## config.mk

```make
export PLATFORM = sky130hd
export DESIGN_NAME = adder_arbiter
export DESIGN_NICKNAME = d
export VERILOG_FILES = /design/src/rtl/adder_arbiter_pkg.sv /design/src/rtl/adder_arbiter_fa_chain.sv /design/src/rtl/adder_arbiter_rr_pick2.sv /design/src/rtl/adder_arbiter.sv
export SDC_FILE = /design/constraint.sdc
export NUM_CORES = 1
export LEC_CHECK = 0
export CORE_MARGIN = 1
export CORE_UTILIZATION = 45
export DETAILED_ROUTE_END_ITERATION = 16
export GPL_ROUTABILITY_DRIVEN = 0
export PLACE_DENSITY_LB_ADDON = 0.15
export SKIP_CTS_REPAIR_TIMING = 1
export SLEW_MARGIN = 5
export SYNTH_ARGS = -nofsm -noshare
export SYNTH_HDL_FRONTEND = slang
export SYNTH_SLANG_ARGS = --single-unit
```

## constraint.sdc

```tcl
create_clock -name clk -period 9.38 [get_ports clk]
set_clock_uncertainty 0.1 [all_clocks]
set_input_delay 2.345 -clock clk [delete_from_list [all_inputs] [get_ports clk]]
set_output_delay 2.345 -clock clk [all_outputs]
set_load 0.05 [all_outputs]
```

## src/rtl/adder_arbiter_pkg.sv

```systemverilog
// adder_arbiter_pkg
// Shared definitions for the two-requester adder arbiter:
//   - state_t       : arbiter FSM encoding (IDLE / EXEC / DONE)
//   - ADDER_WIDTH   : default operand width of the shared adder
//   - STAT_W        : width of the optional per-requester grant counters
//   - sat_inc()     : saturating increment used by the grant counters
package adder_arbiter_pkg;

    typedef enum logic [1:0] {
        ST_IDLE = 2'd0,
        ST_EXEC = 2'd1,
        ST_DONE = 2'd2
    } state_t;

    localparam int ADDER_WIDTH = 10;
    localparam int STAT_W      = 8;

    // Increment that sticks at all-ones instead of wrapping.
    function automatic logic [STAT_W-1:0] sat_inc(input logic [STAT_W-1:0] v);
        return (v == {STAT_W{1'b1}}) ? v : v + 1'b1;
    endfunction

endpackage

```

## src/rtl/adder_arbiter_fa_chain.sv

```systemverilog
// adder_arbiter_fa_chain
// Ripple-carry adder built from a chain of full adders. This is the single
// shared adder instance; only the arbiter drives its inputs.
// Ports:
//   a, b : WIDTH-bit operands
//   cin  : carry in
//   sum  : WIDTH-bit sum
//   cout : carry out of the most significant stage
module adder_arbiter_fa_chain #(
    parameter int WIDTH = 10
) (
    input  logic [WIDTH-1:0] a,
    input  logic [WIDTH-1:0] b,
    input  logic             cin,
    output logic [WIDTH-1:0] sum,
    output logic             cout
);

    logic [WIDTH:0] carry;

    assign carry[0] = cin;

    for (genvar i = 0; i < WIDTH; i++) begin : g_fa
        assign sum[i]     = a[i] ^ b[i] ^ carry[i];
        assign carry[i+1] = (a[i] & b[i]) | (a[i] & carry[i]) | (b[i] & carry[i]);
    end

    assign cout = carry[WIDTH];

endmodule

```

## src/rtl/adder_arbiter_rr_pick2.sv

```systemverilog
// adder_arbiter_rr_pick2 (module rr_pick2)
// Combinational 2-way round-robin picker.
// Ports:
//   req0, req1  : request lines
//   last_owner  : requester served most recently (0 or 1)
//   gnt0, gnt1  : one-hot (or zero) pick; a tie goes to the requester
//                 that is not last_owner
module rr_pick2 (
    input  logic req0,
    input  logic req1,
    input  logic last_owner,
    output logic gnt0,
    output logic gnt1
);

    // A sole requester always wins; on a tie the one not served last wins.
    assign gnt0 = req0 & (~req1 |  last_owner);
    assign gnt1 = req1 & (~req0 | ~last_owner);

endmodule

```

## src/rtl/adder_arbiter.sv

```systemverilog
// adder_arbiter (top)
// Shares one WIDTH-bit adder between two requesters with round-robin
// arbitration. A granted request latches its operands, the adder runs for
// one cycle, and the (WIDTH+1)-bit sum is returned with a one-cycle done
// pulse to the owner. Grant in cycle N -> done in cycle N+2; one operation
// per three cycles.
//
// Ports:
//   clk, reset        : rising-edge clock, synchronous active-high reset
//   req0, a0, b0      : requester 0 request and operands
//   gnt0, done0       : requester 0 grant (combinational) and done pulse
//   req1, a1, b1      : requester 1 request and operands
//   gnt1, done1       : requester 1 grant (combinational) and done pulse
//   result            : registered sum of the latched operands (carry in MSB)
//   busy              : high whenever the FSM is not in IDLE
//   state_dbg         : current FSM state, for observation
//   cnt0, cnt1        : saturating grant counters (only with the
//                       ADDER_ARB_STATS_EN macro defined)
//
// Handshake: a requester raises reqN with its operands and holds both until
// it sees gntN high; the operands are captured at the edge that ends the
// grant cycle, so they may change freely afterwards. Dropping reqN before
// gntN withdraws the request. doneN marks the single cycle in which result
// first carries that requester's sum; result then holds until the next
// operation's adder cycle.
module adder_arbiter
    import adder_arbiter_pkg::*;
#(
    parameter int WIDTH = ADDER_WIDTH
) (
    input  logic             clk,
    input  logic             reset,
    input  logic             req0,
    input  logic [WIDTH-1:0] a0,
    input  logic [WIDTH-1:0] b0,
    output logic             gnt0,
    output logic             done0,
    input  logic             req1,
    input  logic [WIDTH-1:0] a1,
    input  logic [WIDTH-1:0] b1,
    output logic             gnt1,
    output logic             done1,
    output logic [WIDTH:0]   result,
    output logic             busy,
    output logic [1:0]       state_dbg
`ifdef ADDER_ARB_STATS_EN
    ,
    output logic [STAT_W-1:0] cnt0,
    output logic [STAT_W-1:0] cnt1
`endif
);

    state_t           state;
    logic             owner;
    logic             last_owner;
    logic [WIDTH-1:0] op_a;
    logic [WIDTH-1:0] op_b;
    logic [WIDTH-1:0] add_sum;
    logic             add_cout;
    logic             pick0;
    logic             pick1;
    logic             arb_en;

    assign state_dbg = state;

    rr_pick2 u_pick (
        .req0       (req0),
        .req1       (req1),
        .last_owner (last_owner),
        .gnt0       (pick0),
        .gnt1       (pick1)
    );

    // Arbitration only happens in IDLE, and reset suppresses any grant in
    // the same cycle.
    assign arb_en = (state == ST_IDLE) && !reset;
    assign gnt0   = arb_en & pick0;
    assign gnt1   = arb_en & pick1;

    // Carry-in tied low: the block only ever does plain a+b.
    adder_arbiter_fa_chain #(
        .WIDTH (WIDTH)
    ) u_adder (
        .a    (op_a),
        .b    (op_b),
        .cin  (1'b0),
        .sum  (add_sum),
        .cout (add_cout)
    );

    always_ff @(posedge clk) begin
        if (reset) begin
            state      <= ST_IDLE;
            op_a       <= '0;
            op_b       <= '0;
            result     <= '0;
            owner      <= 1'b0;
            last_owner <= 1'b1;   // requester 0 wins the first tie
            done0      <= 1'b0;
            done1      <= 1'b0;
            busy       <= 1'b0;
        end else begin
            case (state)
                ST_IDLE: begin
                    done0 <= 1'b0;
                    done1 <= 1'b0;
                    if (gnt0) begin
                        op_a       <= a0;
                        op_b       <= b0;
                        owner      <= 1'b0;
                        last_owner <= 1'b0;
                        busy       <= 1'b1;
                        state      <= ST_EXEC;
                    end else if (gnt1) begin
                        op_a       <= a1;
                        op_b       <= b1;
                        owner      <= 1'b1;
                        last_owner <= 1'b1;
                        busy       <= 1'b1;
                        state      <= ST_EXEC;
                    end else begin
                        busy <= 1'b0;
                    end
                end
                ST_EXEC: begin
                    result <= {add_cout, add_sum};
                    done0  <= ~owner;
                    done1  <= owner;
                    busy   <= 1'b1;
                    state  <= ST_DONE;
                end
                ST_DONE: begin
                    done0 <= 1'b0;
                    done1 <= 1'b0;
                    busy  <= 1'b0;
                    state <= ST_IDLE;
                end
                default: begin
                    done0 <= 1'b0;
                    done1 <= 1'b0;
                    busy  <= 1'b0;
                    state <= ST_IDLE;
                end
            endcase
        end
    end

`ifdef ADDER_ARB_STATS_EN
    // Grant counters advance on the same edge that captures the operands.
    always_ff @(posedge clk) begin
        if (reset) begin
            cnt0 <= '0;
            cnt1 <= '0;
        end else begin
            if (gnt0) cnt0 <= sat_inc(cnt0);
            if (gnt1) cnt1 <= sat_inc(cnt1);
        end
    end
`endif

endmodule

```

==> summary.txt, run 1 <==
Outcome
  – Status: completed

Logic synthesis
  – Syn Area/Cell: between 9 and 10 um^2
  – Largest family of logic cells by synthesized area: compound AO/OA/AOI/OAI gates
  – Yosys reg bits: 38
  – Synth top area cells: dfxtp_1, fa_1, a311oi_1
  – Top FF cell, synth: dfxtp_1
  – Post-synthesis simple-gate area fraction: roughly 16%
  – Post-synthesis adder-cell area fraction: 9.92%
  – Synthesized cell area: between 1500 and 2000 um^2
  – Sequential area share after synthesis: 39.2%
  – Top cell type's share of synthesized area: between 30% and 40%
  – Yosys warnings: 0
  – Number of flops mapped to enable cells by yosys: 0
  – Compound-Gate Fraction of Synth Area: 26.6%
  – Ys async rst share: 0%
  – Area leader, netlist: dfxtp_1
  – XOR/XNOR Fraction of Synth Area: 0%
  – Post-synthesis instance total: 207
  – Post-synthesis mux area share: 0%
  – Synth unique cells: 29
  – Post-Syn Nets: 261

Clock tree
  – H-Tree Depth: 2
  – Total CTS buffers: 5
  – Max clock buf depth: 2
  – Clk_lat worst skew: 0.29 ns
  – Clk slew on worst S/H paths: 0.08 ns
  – Root buffer cell: clkbuf_8
  – CTS tree: built
  – Clock sinks: 38

STA
  – Final Hold Slack: roughly 0.36 ns
  – Slew Limit Fails: 0
  – Post-layout minimum cycle time: 7.46 ns
  – Fmax: 0.134 GHz
  – RSZ-0062 raised after global routing: no
  – Hold Fails Final Rpt: 0
  – Final setup viols: 0
  – Max_slew headroom: around 45%
  – Sum of negative setup slack: 0 ns
  – Final Cycle Share: just under 80%
  – Slew @ Worst Pin: 0.816 ns

Die
  – Core ar.: 4060 um^2
  – Die Y: 67.7 um
  – Die X-Extent: 67.7 um
  – Rows: 23
  – IO Pins: 62
  – Initial core utilization: between 40% and 50%
  – Overall die area: 4580 um^2

Route
  – WL final: roughly 4700 um
  – Via-to-Cell Ratio: between 5 and 6
  – DR vias: 1,770
  – Remaining DRCs: 0
  – DRT iter0 DRCs: 116
  – WL/cell: 15.3 um
  – Detail Route Antenna Nets: 0
  – DR pass1 iterations: 5

Finish
  – Most frequent cells in the layout: clkdlybuf4s50_1, dfxtp_1, a21oi_1
  – Ant. Diodes: 0
  – Post-Layout Cell Count: roughly 310
  – Area growth from synthesis to layout: 35.2%
  – Leading cell type in the layout, fill and taps excluded: clkdlybuf4s50_1
  – Post-layout util: ~65%
  – Share of cells above drive strength 1: 5.88%
  – # nets final: around 310

Pwr
  – Internal cell power: 0.327 mW
  – Clock power share: 36.4%
  – Power share of the combinational group: 23.2%
  – NetSw: between 0.1 and 0.15 mW
  – VDD IR-drop max: 0.0000645 V
  – Switching share of power: 28.6%
  – Power Dens Cells: 174 nW/um^2
  – Lkg Pwr: ~0.94 nW
  – Reg power frac: 40.4%

Global routing
  – Largest net degree at the start of global routing: 39
  – Vias in the first global route: 1,592
  – Initial antenna violation count: 0
  – GRT Overall Usage: a little under a quarter
  – GRT overflow: 0
  – First-pass GRT wire length: roughly 7600 um

Setup path
  – Crit end category: output pin
  – RR Endpoint: result[9]
  – Crit path capture: gnt0
  – R2r setup slk: 4.87 ns
  – Crit. Startpoint: req0
  – R2R depth: 12
  – Crit Path Max Fanout: 23
  – Reg-to-reg startpoint: op_a[0]
  – Worst setup path category: in2out
  – Arrival @ worst endpoint: around 5 ns
  – Worst EP required: 6.94 ns
  – Worst setup SP type: input pin

Hold path
  – Hold path depth: 2
  – Worst Hold Class: reg2reg

Placement
  – Placed insts: 297
  – Final HPWL DP: 3290 um
  – I/O Buffers: 61

Job
  – MaxCap Viol Count: 0
power by group through the flow:
| stage | Sequential [mW] | Combinational [mW] | Clock, mW |
|---|---|---|---|
| floorplan | 0.204 | 0.0545 | 0 |
| global placement | 0.189 | 0.105 | 0 |
| detailed placement | 0.189 | 0.106 | 0 |
| CTS | 0.185 | 0.106 | 0.169 |
| global route | 0.187 | 0.116 | 0.177 |
| finish | 0.185 | 0.106 | 0.167 |
area by class of cell:
type | count | area, um^2
flip-flops and latches | 38 | 761
inverters | 6 | 22.5
well taps | 50 | 62.6
clock buffers | 5 | 68.8
clock inverters | 3 | 68.8
repair buffers | 63 | 626
fillers | 357 | 1430
multi-input cells | 140 | 1020
logic make-up (layout without fill, tap and decap cells):
family	Yosys count	in the layout
and+or+nand+nor	55	55
AOI/OAI and AO/OA	75	75
buffers and inverters	29	77
DFF	38	38
adders and majority gates	10	10
metrics by stage:
stage | total power [mW] | setup WS [ns] | area, um^2
CTS | 0.461 | 1.92 | 2630
floorplan | 0.259 | 3.58 | 1940
finish | 0.458 | 1.92 | 2630
global route | 0.481 | 1.77 | 2630
detailed placement | 0.295 | 1.91 | 2490
global placement | 0.294 | 2.00 | 2490
cells in the mapped netlist (3+ instances only):
cell / instances
clkbuf_1: 8
o31ai_1: 20
buf_2: 8
a311oi_1: 18
nor2_1: 3
nand2_1: 21
nand4_1: 18
fa_1: 9
a21oi_1: 28
dfxtp_1: 38
buf_6: 5
inv_1: 5
how the worst min path moves through the flow:
| stage | to | from |
|---|---|---|
| 5_1_grt | result[6] | result[6] |
| 3_5_place_dp | result[8] | result[8] |
| 3_3_place_gp | result[6] | result[6] |
| 2_1_floorplan | done0 | owner |
| 4_1_cts | result[8] | result[8] |
| 6_report | result[8] | result[8] |
critical path, stage by stage:
cell and delay (ns):
clkdlybuf4s50_1 0.97, inv_1 0.53, nor3_4 0.32, clkdlybuf4s50_1 0.84
sequential cells by signal, summed over array words and instances (netlist names):
name and count:
op_b 10, done0 1, last_owner 1, owner 1
done1 1, state_dbg 2, op_a 10, result 11
busy 1
metal layers:
metal | track usage (%) | routed length, um
met1 | 30.7 | 2110
met2 | 34.4 | 2220
met3 | 5.91 | 288
met4 | 6.91 | 48
met5 | 0 | 0
(Power assumes the default switching activity.)
==> inputs of run 2 (changes only) <==
- clock period: 9.38 -> 7.8 ns (I/O delays scaled with it)
==> summary.txt, run 2 (synthesized netlist as in run 1, its figures left out) <==
Outcome
  – Status: completed

Clock tree
  – Max clock buf depth: 2
  – CTS tree: built
  – Clock sinks: 38
  – H-Tree Depth: 2
  – Total CTS buffers: 5
  – Root buffer cell: clkbuf_8
  – Clk_lat worst skew: between 0.2 and 0.3 ns
  – Clk slew on worst S/H paths: 0.08 ns

Setup path
  – Most used cell, CP: clkdlybuf4s50_1
  – Worst setup path category: in2out
  – Worst EP required: 5.75 ns
  – Critical path's slowest cell: clkdlybuf4s50_1
  – Worst setup SP type: input pin
  – Crit. Startpoint: reset
  – CP peak stage delay: 0.84 ns
  – Reg-to-reg startpoint: op_a[0]
  – R2R depth: 12
  – Crit-path cells: clkdlybuf4s50_1, buf_4, or3_4, nor3_4, clkdlybuf4s50_1
  – Crit end category: output pin
  – Crit Path Max Fanout: 38
  – Arrival @ worst endpoint: ~4.2 ns

STA
  – Post-layout minimum cycle time: slightly above 6 ns
  – Hold Fails Final Rpt: 0
  – Slew Limit Fails: 0
  – Slew @ Worst Pin: 0.837 ns
  – RSZ-0062 raised after global routing: no
  – Fmax: 0.161 GHz
  – Max_slew headroom: 44.1%
  – Final Cycle Share: ~80%
  – Final setup viols: 0
  – Sum of negative setup slack: 0 ns

Hold path
  – Hold Startpoint: result[7]
  – Hold path depth: 2
  – Worst Hold Class: reg2reg

Placement
  – I/O Buffers: 61
  – Final HPWL DP: 3290 um

Die
  – Overall die area: ~4600 um^2
  – Core ar.: about 4100 um^2
  – Rows: 23
  – IO Pins: 62
  – Initial core utilization: 47.9%
  – Die X-Extent: 67.7 um
  – Die Y: 67.7 um

Route
  – WL/cell: 14.9 um
  – Detail Route Antenna Nets: 0
  – WL final: 4570 um
  – Via-to-Cell Ratio: about 5.7
  – DR pass1 iterations: 4
  – DR vias: 1,752
  – Remaining DRCs: 0
  – DRT iter0 DRCs: 73

Global routing
  – First-pass GRT wire length: around 7700 um
  – GRT Overall Usage: 22.6%
  – Initial antenna violation count: 0
  – Vias in the first global route: about 1,600
  – Largest net degree at the start of global routing: 42
  – GRT overflow: 0

Finish
  – Top reg by flops: result
  – Flip-flop count of the largest register after layout: 11
  – Share of cells above drive strength 1: approximately 6.3%
  – Largest registers: result x11, op_a x10, op_b x10
  – Leading cell type in the layout, fill and taps excluded: clkdlybuf4s50_1
  – Most frequent cells in the layout: clkdlybuf4s50_1, dfxtp_1, a21oi_1
  – Area growth from synthesis to layout: 34.1%
  – Fillers: roughly 370
  – Ant. Diodes: 0
  – # nets final: 309

Pwr
  – Power Dens Cells: 197 nW/um^2
  – VDD IR-drop max: about 0.000069 V
  – PnR Total Power: 0.514 mW
  – Lkg Pwr: a little over 0.9 nW

Job
  – MaxCap Viol Count: 0
-- run 2: cell count changes in the layout (fill, tap and decap cells not counted), sizes merged --
| cell | delta |
|---|---|
| buf | +1 |
| clkinv | +1 |
| bufinv | -1 |
-- run 2: power breakdown --
group          internal [mW]  switching [mW]
combinational         0.0548          0.0728
clock                 0.0941          0.0688
sequential             0.211          0.0126
total                  0.359           0.154
-- run 2: critical path: cells and delay by family --
kind / cells / cell delay, ns
buf+inv: 3 / 1.49
simple gates: 2 / 0.72
-- run 2: stage by stage --
step | utilization [%] | cell area [um^2] | instances | hold WS, ns | worst slack [ns]
after global routing | 64.2 | 2610 | 306 | 0.378 | 1.51
after CTS | 64.2 | 2610 | 306 | 0.356 | 1.58
after floorplan | - | 1940 | 207 | 0.317 | 2.79
after global placement | 61.5 | 2500 | 298 | 0.342 | 1.59
final | 64.2 | 2610 | 306 | 0.353 | 1.58
after detailed placement | 61.5 | 2500 | 298 | 0.346 | 1.59
-- run 2: per-layer routing --
layer	up-vias	share of wire (%)	track usage (%)	routed length (um)
met5	-	0	0	0
met3	6	4.8	4.39	218
met1	805	46	30.8	2120
met2	57	48	34.8	2180
met4	0	1.1	8.78	51
li1	884	-	-	-
-- run 2: path summary, 6_finish.rpt --
path	endpoint	slack, ns
setup / recovery	gnt0	1.58
hold / removal	result[7]	0.35
setup reg to reg	result[9]	3.28
hold reg to reg	result[7]	0.35
-- run 2: layout make-up --
type	count	area [um^2]	area share, %
multi-input cells	140	1020	39.0
repair buffers	64	633	24.3
well taps	50	62.6	2.40
clock buffers	5	68.8	2.64
flip-flops and latches	38	761	29.2
clock inverters	3	40.0	1.54
inverters	6	22.5	0.865
